==> config.mk <==
export PLATFORM = sky130hd
export DESIGN_NAME = lcd_frame_streamer
export DESIGN_NICKNAME = d
export VERILOG_FILES = /design/src/rtl/lcd_pkg.sv /design/src/rtl/lcd_xy_counter.sv /design/src/rtl/lcd_frame_streamer.sv
export SDC_FILE = /design/constraint.sdc
export NUM_CORES = 1
export LEC_CHECK = 0
export BUFFER_PORTS_ARGS = -buffer_cell sky130_fd_sc_hd__buf_2
export CAP_MARGIN = 20
export CORE_ASPECT_RATIO = 1.25
export CORE_MARGIN = 2
export CORE_UTILIZATION = 55
export DETAILED_ROUTE_END_ITERATION = 12
export HOLD_SLACK_MARGIN = 0.02
export PLACE_DENSITY_LB_ADDON = 0.2
export SLEW_MARGIN = 20
export SYNTH_ARGS = -nofsm -noshare
export SYNTH_HDL_FRONTEND = slang
export SYNTH_HIERARCHICAL = 1
export SYNTH_SLANG_ARGS = --single-unit
==> constraint.sdc <==
create_clock -name clk -period 2.8 [get_ports clk]
set_input_delay 0.56 -clock clk [delete_from_list [all_inputs] [get_ports clk]]
set_output_delay 0.56 -clock clk [all_outputs]
set_load 0.01 [all_outputs]
==> src/rtl/lcd_pkg.sv <==
// lcd_pkg: shared types and constants for the LCD frame streamer.
// Holds the RGB565 palette, border white and the FSM state encoding.
package lcd_pkg;

    typedef enum logic [1:0] {
        IDLE   = 2'd0,
        LOAD   = 2'd1,
        STREAM = 2'd2,
        DONE   = 2'd3
    } lcd_state_t;

    localparam logic [15:0] PAL_YELLOW = 16'hFFE0;
    localparam logic [15:0] PAL_LBLUE  = 16'h07FF;
    localparam logic [15:0] PAL_RED    = 16'hF800;
    localparam logic [15:0] PAL_PURPLE = 16'h780F;
    localparam logic [15:0] PAL_BLACK  = 16'h0000;
    localparam logic [15:0] PAL_DBLUE  = 16'h001F;

    localparam logic [15:0] WHITE_565 = 16'hFFFF;
    localparam logic [17:0] WHITE_666 = 18'h3FFFF;

    // Counter width for a range of n values (at least one bit).
    function automatic int cnt_w(input int n);
        return (n > 1) ? $clog2(n) : 1;
    endfunction

    // Index 5 and above (including any out-of-range mood) is dark blue.
    function automatic logic [15:0] palette565(input logic [31:0] idx);
        case (idx)
            32'd0:   return PAL_YELLOW;
            32'd1:   return PAL_LBLUE;
            32'd2:   return PAL_RED;
            32'd3:   return PAL_PURPLE;
            32'd4:   return PAL_BLACK;
            default: return PAL_DBLUE;
        endcase
    endfunction

    // 5-bit red/blue channels gain their MSB as a new LSB; green is kept.
    function automatic logic [17:0] rgb565_to_666(input logic [15:0] c);
        return {c[15:11], c[15], c[10:5], c[4:0], c[4]};
    endfunction

endpackage

==> src/rtl/lcd_xy_counter.sv <==
// lcd_xy_counter: pixel x/y position for one frame.
// Ports: clk, rst (async, active-low), clr (zero x/y), adv (step one pixel),
//        x, y (current position), last (position is the final pixel).
module lcd_xy_counter
    import lcd_pkg::*;
#(
    parameter int H_RES = 320,
    parameter int V_RES = 240,
    localparam int XW = cnt_w(H_RES),
    localparam int YW = cnt_w(V_RES)
) (
    input  logic          clk,
    input  logic          rst,
    input  logic          clr,
    input  logic          adv,
    output logic [XW-1:0] x,
    output logic [YW-1:0] y,
    output logic          last
);

    localparam logic [XW-1:0] X_MAX = XW'(H_RES - 1);
    localparam logic [YW-1:0] Y_MAX = YW'(V_RES - 1);

    always_ff @(posedge clk or negedge rst) begin
        if (!rst) begin
            x <= '0;
            y <= '0;
        end else if (clr) begin
            x <= '0;
            y <= '0;
        end else if (adv) begin
            if (x == X_MAX) begin
                x <= '0;
                y <= (y == Y_MAX) ? '0 : y + 1'b1;
            end else begin
                x <= x + 1'b1;
            end
        end
    end

    assign last = (x == X_MAX) && (y == Y_MAX);

endmodule

==> src/rtl/lcd_frame_streamer.sv <==
// lcd_frame_streamer: streams a solid or checkerboard frame in a palette colour.
// Ports: clk, rst (async, active-low), mood_sel, pattern_sel, refresh (inputs);
//        pix_data/pix_valid/pix_last with pix_ready handshake; frame_done, busy.
// Option: define LCD_FRAME_BORDER_EN to paint a one-pixel white frame border.
module lcd_frame_streamer
    import lcd_pkg::*;
#(
    parameter int H_RES      = 320,
    parameter int V_RES      = 240,
    parameter int PIXEL_W    = 16,
    parameter int NUM_MOODS  = 8,
    parameter int CHECK_LOG2 = 4
) (
    input  logic                         clk,
    input  logic                         rst,
    input  logic [$clog2(NUM_MOODS)-1:0] mood_sel,
    input  logic                         pattern_sel,
    input  logic                         refresh,
    output logic [PIXEL_W-1:0]           pix_data,
    output logic                         pix_valid,
    input  logic                         pix_ready,
    output logic                         pix_last,
    output logic                         frame_done,
    output logic                         busy
);

    localparam int MW = $clog2(NUM_MOODS);
    localparam int XW = cnt_w(H_RES);
    localparam int YW = cnt_w(V_RES);

    lcd_state_t state, state_nx;

    logic [MW-1:0] mood_q;
    logic          pat_q;
    logic          refresh_pending;
    logic          pending;
    logic          load;
    logic          adv;
    logic          last;
    logic [XW-1:0] x;
    logic [YW-1:0] y;

    lcd_xy_counter #(
        .H_RES(H_RES),
        .V_RES(V_RES)
    ) u_xy (
        .clk (clk),
        .rst (rst),
        .clr (load),
        .adv (adv),
        .x   (x),
        .y   (y),
        .last(last)
    );

    // Settings that differ from the last-drawn frame also count as a redraw.
    assign pending = refresh_pending
                   || (mood_sel != mood_q)
                   || (pattern_sel != pat_q);

    always_ff @(posedge clk or negedge rst) begin
        if (!rst) state <= IDLE;
        else      state <= state_nx;
    end

    always_comb begin
        state_nx   = state;
        load       = 1'b0;
        pix_valid  = 1'b0;
        busy       = 1'b0;
        frame_done = 1'b1;
        unique case (state)
            IDLE: begin
                if (pending) state_nx = LOAD;
            end
            LOAD: begin
                load     = 1'b1;
                busy     = 1'b1;
                state_nx = STREAM;
            end
            STREAM: begin
                pix_valid  = 1'b1;
                busy       = 1'b1;
                frame_done = 1'b0;
                if (pix_ready && last) state_nx = DONE;
            end
            DONE: begin
                state_nx = IDLE;
            end
            default: state_nx = IDLE;
        endcase
    end

    assign adv = pix_valid && pix_ready;

    // A refresh arriving in any state, even the LOAD cycle, is kept.
    always_ff @(posedge clk or negedge rst) begin
        if (!rst) begin
            mood_q          <= '0;
            pat_q           <= 1'b0;
            refresh_pending <= 1'b1;
        end else begin
            if (load) begin
                mood_q <= mood_sel;
                pat_q  <= pattern_sel;
            end
            if (refresh)   refresh_pending <= 1'b1;
            else if (load) refresh_pending <= 1'b0;
        end
    end

    logic [15:0]        pal565;
    logic [15:0]        base565;
    logic [XW-1:0]      xs;
    logic [YW-1:0]      ys;
    logic               dark;
    logic [PIXEL_W-1:0] fill;
    logic [PIXEL_W-1:0] color;

    assign pal565 = palette565(32'(mood_q));

    // Square parity: bit 0 of the coordinates scaled down by the edge size.
    assign xs   = (x >> CHECK_LOG2) & XW'(1);
    assign ys   = (y >> CHECK_LOG2) & YW'(1);
    assign dark = pat_q && ((|xs) ^ (|ys));

    assign base565 = dark ? PAL_BLACK : pal565;
    assign fill    = (PIXEL_W == 18) ? PIXEL_W'(rgb565_to_666(base565))
                                     : PIXEL_W'(base565);

`ifdef LCD_FRAME_BORDER_EN
    localparam logic [XW-1:0] X_MAX = XW'(H_RES - 1);
    localparam logic [YW-1:0] Y_MAX = YW'(V_RES - 1);

    logic               border;
    logic [PIXEL_W-1:0] white;

    assign white  = (PIXEL_W == 18) ? PIXEL_W'(WHITE_666)
                                    : PIXEL_W'(WHITE_565);
    assign border = (x == '0) || (x == X_MAX)
                 || (y == '0) || (y == Y_MAX);
    assign color  = border ? white : fill;
`else
    assign color = fill;
`endif

    assign pix_data = pix_valid ? color : '0;
    assign pix_last = pix_valid && last;

endmodule

[Word level (Yosys, flattened, before mapping)]
Index checks and enable logic that the tools add are counted.
Cells by class
  eq/ne operators: 13
  add/subtract/negate cells: 2
  reductions and logical operators: 15
  bitwise logic cells: 1
  multiplexer cells: 19
Operators by type and width (count)
  16-bit one-hot mux with 5 select lines: 1
  16-bit two-way mux: 2
  8-bit two-way mux: 4
  9-bit two-way mux: 3
  9-bit by 1-bit adder with 9-bit output (second input constant): 1
  9-bit == test (second input constant): 1
  8-bit by 1-bit adder with 8-bit output (second input constant): 1
  8-bit == test (second input constant): 1
  2-bit one-hot mux with 4 select lines: 1
  3-bit by 2-bit == test with 1-bit output (second input constant): 2
  1-bit two-way mux: 6
  2-bit nonzero test: 3
  1-bit logical AND: 5
  2-bit == test (second input constant): 2
  2-bit two-way mux: 2
  2-bit != test (second input constant): 2
  2-bit AND reduction: 2
  3-bit by 1-bit == test with 1-bit output (second input constant): 1
  3-bit == test (second input constant): 1
  3-bit zero test: 1
  3-bit != test: 1
  2-bit by 1-bit == test with 1-bit output (second input constant): 1
  2-bit zero test: 1
  1-bit logical OR: 2
  3 further kinds: 3
Word-level totals
  input port bits: 8
  output and inout bits: 20
  logic and storage cells: 56
  register bits after elaboration: 24

[Longest topological paths before layout]
Gate-level depths: netlist of the first run.
  depth after elaboration: 5
  mapped depth: 9
  gate-level depth less buffers: 7

[Modules after synthesis]
The synthesis of the first run kept the hierarchy.
By module, submodules not included
  lcd_xy_counter: times used 1, area each 953.4 um2, cells an instance 105, seq. area each 425.4 um2
  lcd_frame_streamer: times used 1, area each 556.8 um2, cells an instance 57, seq. area each 176.4 um2

[Worst setup path after synthesis of the first run]
Ideal clock, no wire load.
  kind: reg-to-output
  start point: reg state[0]
  end point: out pix_data[10]
  arrival: 1.680 ns
  stages on the path, launching flop included: 6
  path buffers: 1
  data required time: 2.240 ns
  slack: 0.560 ns
  path through: dfrtp_1 > inv_1 > ha_1 > nand2_1 > nor3_1 > buf_4
Between the ends
  word-level cells in the longest chain between the ends: 3
RTL lines
  start: declaration: RTL line lcd_frame_streamer.sv:31  | lcd_state_t state, state_nx;
  start signal: assignment: RTL line lcd_frame_streamer.sv:63  | else state <= state_nx;
  2-bit == test: RTL line lcd_frame_streamer.sv:72  | unique case (state)
  1-bit two-way mux: RTL line lcd_frame_streamer.sv:72
  via pix_valid: RTL line lcd_frame_streamer.sv:20  | output logic pix_valid,
  16-bit two-way mux: RTL line lcd_frame_streamer.sv:147  | assign pix_data = pix_valid ? color : '0;
  end: declaration: RTL line lcd_frame_streamer.sv:19  | output logic [PIXEL_W-1:0] pix_data,
The timed path passes the listed nets, and every way through them passes these cells.

[Final worst setup path of the first run]
  start point: reg state[0]
  end point: out pix_data[6]
Between the ends
  word-level cells in the longest chain between the ends: 3
RTL lines (RTL line)
  2-bit == test: lcd_frame_streamer.sv:72
  1-bit two-way mux: lcd_frame_streamer.sv:72
  16-bit two-way mux: lcd_frame_streamer.sv:147
No other way between the ends.

==> results of run 1 <==
-- worst max-delay path by stage --
stage / startpoint / endpoint / slack (ns) / depth (start not counted)
2_1_floorplan: state[0] / pix_data[10] / 0.56 / 5
3_3_place_gp: state[0] / u_xy/y[5] / 0.65 / 7
3_5_place_dp: state[0] / u_xy/y[6] / 0.60 / 7
4_1_cts: state[0] / pix_data[6] / 0.29 / 5
5_1_grt: state[0] / pix_data[10] / 0.11 / 5
6_report: state[0] / pix_data[6] / 0.33 / 5
-- kinds of logic (layout without fill, tap and decap cells) --
| logic type | Yosys count | in the layout | synth area share (%) |
|---|---|---|---|
| compound gates | 25 | 25 | 10.0 |
| xor+xnor | 11 | 11 | 6.38 |
| fa+ha+maj | 6 | 6 | 4.97 |
| buf+inv | 23 | 38 | 8.95 |
| flops | 24 | 24 | 39.9 |
| mux | 5 | 5 | 3.98 |
| simple gates | 68 | 68 | 25.8 |
-- Yosys cell counts, types with 5 or more instances --
library cell	instances
a21oi_1	13
and3_1	6
buf_4	12
dfrtp_1	23
ha_1	6
inv_1	6
nand2_1	11
nand2b_1	7
nand3_1	7
nor2_1	11
nor3_1	7
o21ai_0	5
xor2_1	9
-- area by class of cell --
cell class              count  area (um^2)
fillers                   244         1040
clock buffers               4         26.3
well taps                  34         42.5
inverters                   6         22.5
repair buffers             28          143
multi-input cells         115          773
flip-flops and latches     24          602
-- worst register-to-register path, stage by stage, from the launching register on --
cell	delay, ns
dfrtp_1	0.42
inv_1	0.11
ha_1	0.29
and2_1	0.29
and3_1	0.33
nand3_4	0.15
or4_1	0.49
o21ai_1	0.09
-- flip-flops by register name, indices dropped and copies added (netlist names) --
register / count
state: 2
pat_q: 1
u_xy/y: 8
refresh_pending: 1
mood_q: 3
u_xy/x: 9
-- report_power, final --
part / internal (mW) / switching [mW]
clock: 0.0554 / 0.0941
sequential: 0.383 / 0.0451
combinational: 0.0729 / 0.0947
-- routing by layer --
metal  part of all wire [%]  track usage (%)  routed length (um)
met5                      0                0                   0
met3                    4.1             3.59                 110
met2                     50             31.7                1330
met1                     45             21.9                1210
met4                   0.75             6.76                  20
==> flow_metrics.py, run 1 <==
metrics = {
    "routing": {
        "viasPerCell": 5.57,
        "avgRoutedWirePerCell_um": 12.7,
        "route.vias.total": 1175,
        "antenna_violation_net_count_after_detailed_routing": 0,
        "dr.pass1.iters": 4,
        "drt_drc_violations_left": 0,
        "detailedRoute.firstIterationViolations": 42,
        "wl_um": 2680,
    },
    "floorplan": {
        "ioPinCount": 28,
        "initial_utilization_pct": 56.9,
        "core.rowCount": 21,
        "die_w_um": 50.9,
        "die_outline_area_mm2": 0.00318,
        "dieHeight_um": 62.6,
        "design.core.area_mm2": 0.00265,
    },
    "worst_setup_path": {
        "reg2reg_to": "u_xy/y[3]",
        "critical_path.reg2reg.startpoint": "state[0]",
        "cp-start-kind": "register",
        "critical_path.endpoint_type": "output port",
        "worst-endpoint-arrival_ns": 1.91,
        "rr_worst_depth": 7,
        "cpPeakStageDelay_ns": 0.42,
        "cp_cell_sequence": "inv_1 > ha_1 > nand2_1 > nor3_1 > buf_2",
        "cpLargestDelayFamily": "simple AND/OR/NAND/NOR gates",
        "critical_path_peak_fanout": 7,
        "critPathSlowestCell": "dfrtp_1",
        "worst_path_class_setup": "register to output port",
        "slack_of_the_worst_reg_to_reg_path_ns": 0.58,
        "number_of_buffer_and_inverter_instances_along_the_worst_setup_path": 2,
        "worst_endpoint_required_time_ns": 2.24,
    },
    "place": {
        "dpl_worst_slack_ns": 0.600,
        "final_weighted_congestion_in_routability_driven_placement": 0.849,
        "dpl-instance-area_mm2": 0.00158,
        "place.detailed.instances": 207,
        "port_buffers": 27,
        "place.detailed.hpwl_um": 2020,
    },
    "grt": {
        "grt_pass1_vias": 1085,
        "grt_first_pass_wirelength_um": 4510,
        "globalRoute.totalOverflow": 0,
        "grt_start_max_net_pins": 25,
        "grtUsageTotal_pct": 18.3,
        "grt_antenna_before_repair": 0,
    },
    "finish": {
        "final_cell_mix": "buf_2 (27), dfrtp_1 (23), a21oi_1 (13)",
        "final_nets": 192,
        "mostFrequentLayoutCell": "buf_2",
        "post_layout_nonfiller_instances": 211,
        "postLayoutCellArea_mm2": 0.00161,
        "final_layout_size_suffix_gt1_share_pct": 24.3,
        "area_growth_pct": 6.54,
        "utilization_pct": 60.6,
        "num_antenna_cells": 0,
    },
    "hold_path": {
        "worstHoldPathType": "primary input to asynchronous set/reset pin",
    },
    "logic_synthesis": {
        "synth_async_sr_flop_share_pct": 100,
        "synth_seq_area_share_pct": 39.9,
        "ys_ff_latch": 24,
        "number_of_flops_mapped_to_enable_cells_by_yosys": 0,
        "synth_unique_cells": 37,
        "synthCells": 162,
        "area_of_the_mapped_netlist_mm2": 0.00151,
        "yosys-top-cells-area": "dfrtp_1 (38%), buf_4 (6.0%), xor2_1 (5.2%)",
        "synthDominantAreaCellType": "dfrtp_1",
        "synth.net_count": 176,
        "synth.top_cell.area_share_pct": 38.1,
        "yosysWarnings": 6,
        "post_synthesis_average_cell_area_um2": 9.32,
        "synthFlopType": "dfrtp_1",
    },
    "timing": {
        "hold-worst-slack_ns": 0.225,
        "max_freq_mhz": 405,
        "max_slew_margin_pct": 63.5,
        "finalSetupViolCount": 0,
        "rsz_0062_raised_after_global_routing": "no",
        "finalWorstSetupSlack_ns": 0.328,
        "post_route_skew_ns": 0.00908,
        "finalCriticalPeriod_ns": 2.47,
        "timing_worst_slew_pin_value_ns": 0.548,
        "timing.final.crit_share_pct": 88.3,
        "drv_slew": 0,
        "hold_violations": 0,
        "tns_ns": 0,
    },
    "clocking": {
        "tritoncts.num_buffers": 3,
        "clock-sinks": 24,
        "clock_tree_from_tritoncts": "yes",
        "cts.root.buffer_cell": "clkbuf_4",
        "cts_resized": 0,
        "clk_transition_reported_paths_ns": 0.13,
        "clk_latency_ns": 0.30,
        "cts.hold.buffers_added": 0,
        "post-cts-setup-buffer-count": 0,
        "cts.htree.levels": 1,
        "clock_tree.buffer_depth": 2,
    },
    "run_status": {
        "status": "finished clean",
    },
    "run": {
        "cap_viol_max_count": 0,
    },
    "power": {
        "p_total_uw": 746,
        "pwr_density_cell_mw_per_mm2": 463,
        "leakagePower_nw": 0.754,
        "vdd.ir_drop.worst_mv": 0.347,
    },
}
Note: power is estimated with default switching activity, not from simulation.
==> inputs of run 2 (changes only) <==
--- a/config.mk
+++ b/config.mk
@@ -9,12 +9,11 @@
 export CAP_MARGIN = 20
 export CORE_ASPECT_RATIO = 1.25
 export CORE_MARGIN = 2
-export CORE_UTILIZATION = 55
+export CORE_UTILIZATION = 49
 export DETAILED_ROUTE_END_ITERATION = 12
 export HOLD_SLACK_MARGIN = 0.02
 export PLACE_DENSITY_LB_ADDON = 0.2
 export SLEW_MARGIN = 20
 export SYNTH_ARGS = -nofsm -noshare
 export SYNTH_HDL_FRONTEND = slang
-export SYNTH_HIERARCHICAL = 1
 export SYNTH_SLANG_ARGS = --single-unit
==> constraint.sdc (replaced) <==
create_clock -name clk -period 2.05 [get_ports clk]
set_input_delay 0.41 -clock clk [delete_from_list [all_inputs] [get_ports clk]]
set_output_delay 0.41 -clock clk [all_outputs]
set_load 0.01 [all_outputs]
==> flow_metrics.py, run 2 <==
metrics = {
    "timing": {
        "drv_slew": 0,
        "timing.final.crit_share_pct": 97.6,
        "timing_worst_slew_pin_value_ns": 0.530,
        "finalCriticalPeriod_ns": 2.00,
        "finalSetupViolCount": 0,
        "max_slew_margin_pct": 64.7,
        "hold-worst-slack_ns": 0.0396,
        "max_freq_mhz": 500,
        "rsz_0062_raised_after_global_routing": "yes",
        "tns_ns": 0,
        "post_route_skew_ns": 0.0133,
        "hold_violations": 0,
        "finalWorstSetupSlack_ns": 0.0495,
    },
    "logic_synthesis": {
        "yosys-top-cells-area": "dfrtp_1 (40%), buf_4 (5.8%), ha_1 (5.2%)",
        "synthDominantAreaCellType": "dfrtp_1",
        "synth.top_cell.area_share_pct": 40.2,
        "number_of_flops_mapped_to_enable_cells_by_yosys": 0,
        "yosysMostFrequentCell": "dfrtp_1",
        "synthCells": 153,
        "synth_seq_area_share_pct": 42.0,
        "synth.net_count": 167,
        "area_of_the_mapped_netlist_mm2": 0.00143,
        "ys_ff_latch": 24,
        "synth_commonest_cells": "dfrtp_1 (23), nand2_1 (13), nor2_1 (13)",
        "synth_async_sr_flop_share_pct": 100,
        "synthFlopType": "dfrtp_1",
        "yosysWarnings": 0,
        "post_synthesis_average_cell_area_um2": 9.36,
        "synth_unique_cells": 32,
    },
    "finish": {
        "final_nets": 202,
        "final_layout_size_suffix_gt1_share_pct": 39.0,
        "area_growth_pct": 27.1,
        "utilization_pct": 66.6,
        "final_cell_mix": "buf_2 (27), dfrtp_1 (22), buf_4 (19)",
        "fill_count": 193,
        "postLayoutCellArea_mm2": 0.00182,
        "largest_register_ff_count": 9,
        "biggestRegsByFlops": "u_xy.x x9, u_xy.y x8, mood_q x3",
        "largest-register": "u_xy.x",
        "num_antenna_cells": 0,
        "mostFrequentLayoutCell": "buf_2",
        "post_layout_nonfiller_instances": 221,
    },
    "floorplan": {
        "die_w_um": 52.3,
        "ioPinCount": 28,
        "core.rowCount": 21,
        "initial_utilization_pct": 52.4,
        "dieHeight_um": 64.4,
        "design.core.area_mm2": 0.00273,
        "die_outline_area_mm2": 0.00337,
    },
    "worst_setup_path": {
        "cp-start-kind": "register",
        "critical_path.reg2reg.startpoint": "state[0]",
        "worst-endpoint-arrival_ns": 1.59,
        "slack_of_the_worst_reg_to_reg_path_ns": 0.12,
        "reg2reg_to": "u_xy.y[7]",
        "rr_worst_depth": 8,
        "critical_path_peak_fanout": 4,
        "critical_path.endpoint_type": "output port",
        "worst_path_class_setup": "register to output port",
        "worst_endpoint_required_time_ns": 1.64,
    },
    "routing": {
        "wl_um": 3130,
        "dr.pass1.iters": 4,
        "route.vias.total": 1231,
        "avgRoutedWirePerCell_um": 14.1,
        "viasPerCell": 5.57,
        "antenna_violation_net_count_after_detailed_routing": 0,
        "drt_drc_violations_left": 0,
        "detailedRoute.firstIterationViolations": 27,
    },
    "place": {
        "place.detailed.instances": 201,
        "final_weighted_congestion_in_routability_driven_placement": 0.860,
        "dpl_worst_slack_ns": 0.117,
        "port_buffers": 27,
        "dpl-instance-area_mm2": 0.00154,
        "place.detailed.hpwl_um": 2170,
    },
    "run_status": {
        "status": "finished clean",
    },
    "clocking": {
        "cts.htree.levels": 1,
        "clock_tree_from_tritoncts": "yes",
        "clk_transition_reported_paths_ns": 0.14,
        "clk_latency_ns": 0.32,
        "cts.hold.buffers_added": 0,
        "clock_tree.buffer_depth": 2,
        "tritoncts.num_buffers": 3,
        "clock-sinks": 24,
        "cts.root.buffer_cell": "clkbuf_4",
    },
    "grt": {
        "grt_pass1_vias": 1140,
        "met1_usage_pct": 22.7,
        "grt.met3_usage_pct": 2.07,
        "grt_first_pass_wirelength_um": 5020,
        "globalRoute.totalOverflow": 0,
        "global_routing_s_busiest_layer": "met2",
        "grtUsageTotal_pct": 19.4,
        "grt_antenna_before_repair": 0,
        "use_met2_pct": 36.6,
        "grt_start_max_net_pins": 25,
    },
    "power": {
        "p_total_mw": 2.01,
        "combinationalPowerShare_pct": 47.6,
        "clk_pwr_share_pct": 17.2,
        "internal-power_mw": 1.22,
        "switching_share_pct": 39.2,
        "power.sequential.fraction_pct": 35.2,
        "switchingPower_uw": 789,
        "vdd.ir_drop.worst_mv": 0.744,
        "leakagePower_nw": 0.867,
        "pwr_density_cell_mw_per_mm2": 1110,
    },
    "run": {
        "cap_viol_max_count": 0,
    },
    "hold_path": {
        "worstHoldPathType": "primary input to asynchronous set/reset pin",
    },
}
-- run 2: area by class of cell --
class / count / area [um^2] / area share (%)
clock buffer: 3 / 22.5 / 1.24
timing repair buffer: 46 / 278 / 15.3
inverter: 4 / 15.0 / 0.825
tap: 34 / 42.5 / 2.34
clock inverter: 1 / 30.0 / 1.65
multi-input combinational: 109 / 828 / 45.5
sequential: 24 / 603 / 33.1
-- run 2: kinds of logic after synthesis --
family | Yosys count | share of synthesized area (%)
xor+xnor | 11 | 6.73
fa+ha+maj | 6 | 5.24
buf+inv | 20 | 8.13
compound gates | 24 | 10.3
mux | 6 | 4.63
flops | 24 | 42.0
simple gates | 62 | 22.9
-- run 2: what timing repair did --
action / 4_1_cts / 5_1_grt
setup endpoints to repair: 16 / 17
hold endpoints to repair: 0 / 0
setup buffers: 3 / 13
pin swaps: 2 / 7
resized for setup: 7 / 14
-- run 2: critical path, cell delays in order, from the launching register on --
cell     delay [ns]
dfrtp_1        0.42
or3b_4         0.42
nor3_4         0.13
and3_1         0.18
buf_2          0.13
-- run 2: power groups by stage --
stage | registers, mW | logic (mW) | clock network, mW
6_report | 0.708 | 0.958 | 0.346
3_3_place_gp | 0.685 | 0.814 | 0
3_5_place_dp | 0.695 | 0.832 | 0
5_1_grt | 0.718 | 1.07 | 0.374
2_1_floorplan | 0.647 | 0.703 | 0
4_1_cts | 0.695 | 0.859 | 0.349
-- run 2: worst max-delay path by stage --
stage,to,depth (start not counted),startpoint
final,pix_last,4,u_xy.x[8]
after global routing,pix_last,5,u_xy.y[0]
after CTS,pix_data[6],5,state[0]
after detailed placement,pix_data[14],5,state[0]
after global placement,state[1],6,u_xy.y[0]
after floorplan,pix_data[12],5,state[0]
-- run 2: layer usage --
layer,vias up,wire length (um)
met4,0,50
met5,-,0
met3,6,123
met2,35,1630
li1,589,-
met1,601,1320
==> inputs of run 3 (changes only) <==
--- a/config.mk
+++ b/config.mk
@@ -12,7 +12,7 @@
 export CORE_UTILIZATION = 49
 export DETAILED_ROUTE_END_ITERATION = 12
 export HOLD_SLACK_MARGIN = 0.02
-export PLACE_DENSITY_LB_ADDON = 0.2
+export PLACE_DENSITY = 0.75
 export SLEW_MARGIN = 20
 export SYNTH_ARGS = -nofsm -noshare
 export SYNTH_HDL_FRONTEND = slang
==> flow_metrics.py, run 3 (synthesis results as in run 2) <==
metrics = {
    "clocking": {
        "clk_transition_reported_paths_ns": 0.14,
        "clock_tree_from_tritoncts": "yes",
        "cts.root.buffer_cell": "clkbuf_4",
        "cts.htree.levels": 1,
        "clock-sinks": 24,
        "cts.hold.buffers_added": 0,
        "tritoncts.num_buffers": 3,
        "clk_latency_ns": 0.33,
        "clock_tree.buffer_depth": 2,
    },
    "worst_setup_path": {
        "critPathSlowestCell": "dfrtp_2",
        "cp_cell_sequence": "xor2_1 > nand2_1 > nand2_4 > nor3_4 > buf_2",
        "worst_endpoint_required_time_ns": 1.64,
        "critical_path.reg2reg.startpoint": "u_xy.x[6]",
        "slack_of_the_worst_reg_to_reg_path_ns": 0.15,
        "worst_path_class_setup": "register to output port",
        "critical_path_peak_fanout": 6,
        "cp-start-kind": "register",
        "cpPeakStageDelay_ns": 0.48,
        "number_of_buffer_and_inverter_instances_along_the_worst_setup_path": 1,
        "critical_path.endpoint_type": "output port",
        "rr_worst_depth": 6,
        "reg2reg_to": "u_xy.y[7]",
        "worst-endpoint-arrival_ns": 1.61,
        "cpLargestDelayFamily": "flip-flops",
    },
    "floorplan": {
        "initial_utilization_pct": 52.4,
        "ioPinCount": 28,
        "die_w_um": 52.3,
        "design.core.area_mm2": 0.00273,
        "die_outline_area_mm2": 0.00337,
        "dieHeight_um": 64.4,
        "core.rowCount": 21,
    },
    "finish": {
        "mostFrequentLayoutCell": "buf_2",
        "final_cell_mix": "buf_2 (27), dfrtp_1 (22), buf_4 (15)",
        "area_growth_pct": 22.2,
        "final_layout_size_suffix_gt1_share_pct": 37.7,
        "post_layout_nonfiller_instances": 217,
        "final_nets": 198,
        "num_antenna_cells": 0,
        "largest_register_ff_count": 9,
        "largest-register": "u_xy.x",
        "biggestRegsByFlops": "u_xy.x x9, u_xy.y x8, mood_q x3",
        "fill_count": 210,
        "postLayoutCellArea_mm2": 0.00175,
    },
    "place": {
        "final_weighted_congestion_in_routability_driven_placement": 0.904,
        "place.detailed.instances": 202,
        "place.detailed.hpwl_um": 2230,
        "port_buffers": 27,
        "dpl-instance-area_mm2": 0.00154,
    },
    "grt": {
        "grt_start_max_net_pins": 25,
        "globalRoute.totalOverflow": 0,
        "grtUsageTotal_pct": 20.6,
        "grt_antenna_before_repair": 0,
        "grt_first_pass_wirelength_um": 5190,
        "grt_pass1_vias": 1161,
    },
    "timing": {
        "timing_worst_slew_pin_value_ns": 0.533,
        "finalSetupViolCount": 0,
        "timing.final.crit_share_pct": 98.3,
        "post_route_skew_ns": 0.00997,
        "drv_slew": 0,
        "max_slew_margin_pct": 64.5,
        "finalCriticalPeriod_ns": 2.02,
        "max_freq_mhz": 496,
        "hold_violations": 0,
        "rsz_0062_raised_after_global_routing": "yes",
        "tns_ns": 0,
    },
    "routing": {
        "dr.pass1.iters": 4,
        "wl_um": 3100,
        "antenna_violation_net_count_after_detailed_routing": 0,
        "viasPerCell": 5.57,
        "avgRoutedWirePerCell_um": 14.3,
        "route.vias.total": 1208,
        "drt_drc_violations_left": 0,
        "detailedRoute.firstIterationViolations": 24,
    },
    "power": {
        "vdd.ir_drop.worst_mv": 0.721,
        "internal-power_mw": 1.12,
        "clk_pwr_share_pct": 13.3,
        "leakagePower_nw": 0.843,
        "combinationalPowerShare_pct": 49.8,
        "power.sequential.fraction_pct": 36.9,
        "switching_share_pct": 41.7,
        "pwr_density_cell_mw_per_mm2": 1100,
        "switchingPower_uw": 805,
    },
    "run_status": {
        "status": "finished clean",
    },
    "hold_path": {
        "worstHoldPathType": "primary input to asynchronous set/reset pin",
    },
    "run": {
        "cap_viol_max_count": 0,
    },
}
==> run 3: timing repair <==
item | CTS | global route
setup endpoints to repair | 17 | 16
pin swaps | 4 | 7
resized for setup | 11 | 7
endpoints found under the hold margin | 0 | 0
buffers inserted | 4 | 7
==> run 3: area by class of cell <==
cell class / count / area, um^2 / share of cell area, %
multi-input cells: 109 / 805 / 46.0
flip-flops and latches: 24 / 603 / 34.5
repair buffers: 42 / 248 / 14.2
well taps: 34 / 42.5 / 2.43
clock buffers: 4 / 36.3 / 2.07
inverters: 4 / 15.0 / 0.858
==> run 3: how the worst max path moves through the flow <==
stage,startpoint,end,slack [ns],cells after the start
after floorplan,state[0],pix_data[12],0.02,5
after global placement,u_xy.y[0],state[1],0.20,6
after detailed placement,state[0],u_xy.y[7],0.08,7
after CTS,u_xy.x[7],pix_last,-0.008,4
after global routing,u_xy.y[4],pix_data[9],-0.06,5
final,u_xy.y[4],pix_data[6],0.03,5
==> run 3: per-layer routing <==
layer / routed length, um / part of all wire (%) / track usage, %
met4: 90 / 2.9 / 7.69
met2: 1670 / 54 / 38.0
met3: 138 / 4.4 / 2.07
met5: 0 / 0 / 0
met1: 1210 / 39 / 23.8
==> run 3: per-stage QoR <==
step	total power, mW	setup WS [ns]	hold slack, ns	util (%)
3_5_place_dp	1.55	0.0838	0.431	56.5
3_3_place_gp	1.51	0.202	0.429	56.5
2_1_floorplan	1.35	0.0194	0.114	-
6_report	1.93	0.0350	0.0372	64.0
5_1_grt	2.08	-0.0609	0.0757	64.0
4_1_cts	1.87	-0.00753	0.0586	60.7
==> run 3: power groups by stage <==
stage               clock network [mW]  logic, mW  registers, mW
floorplan                            0      0.703          0.647
global placement                     0      0.826          0.684
detailed placement                   0      0.861          0.694
CTS                              0.265      0.904          0.702
global route                     0.280       1.08          0.723
finish                           0.257      0.960          0.712
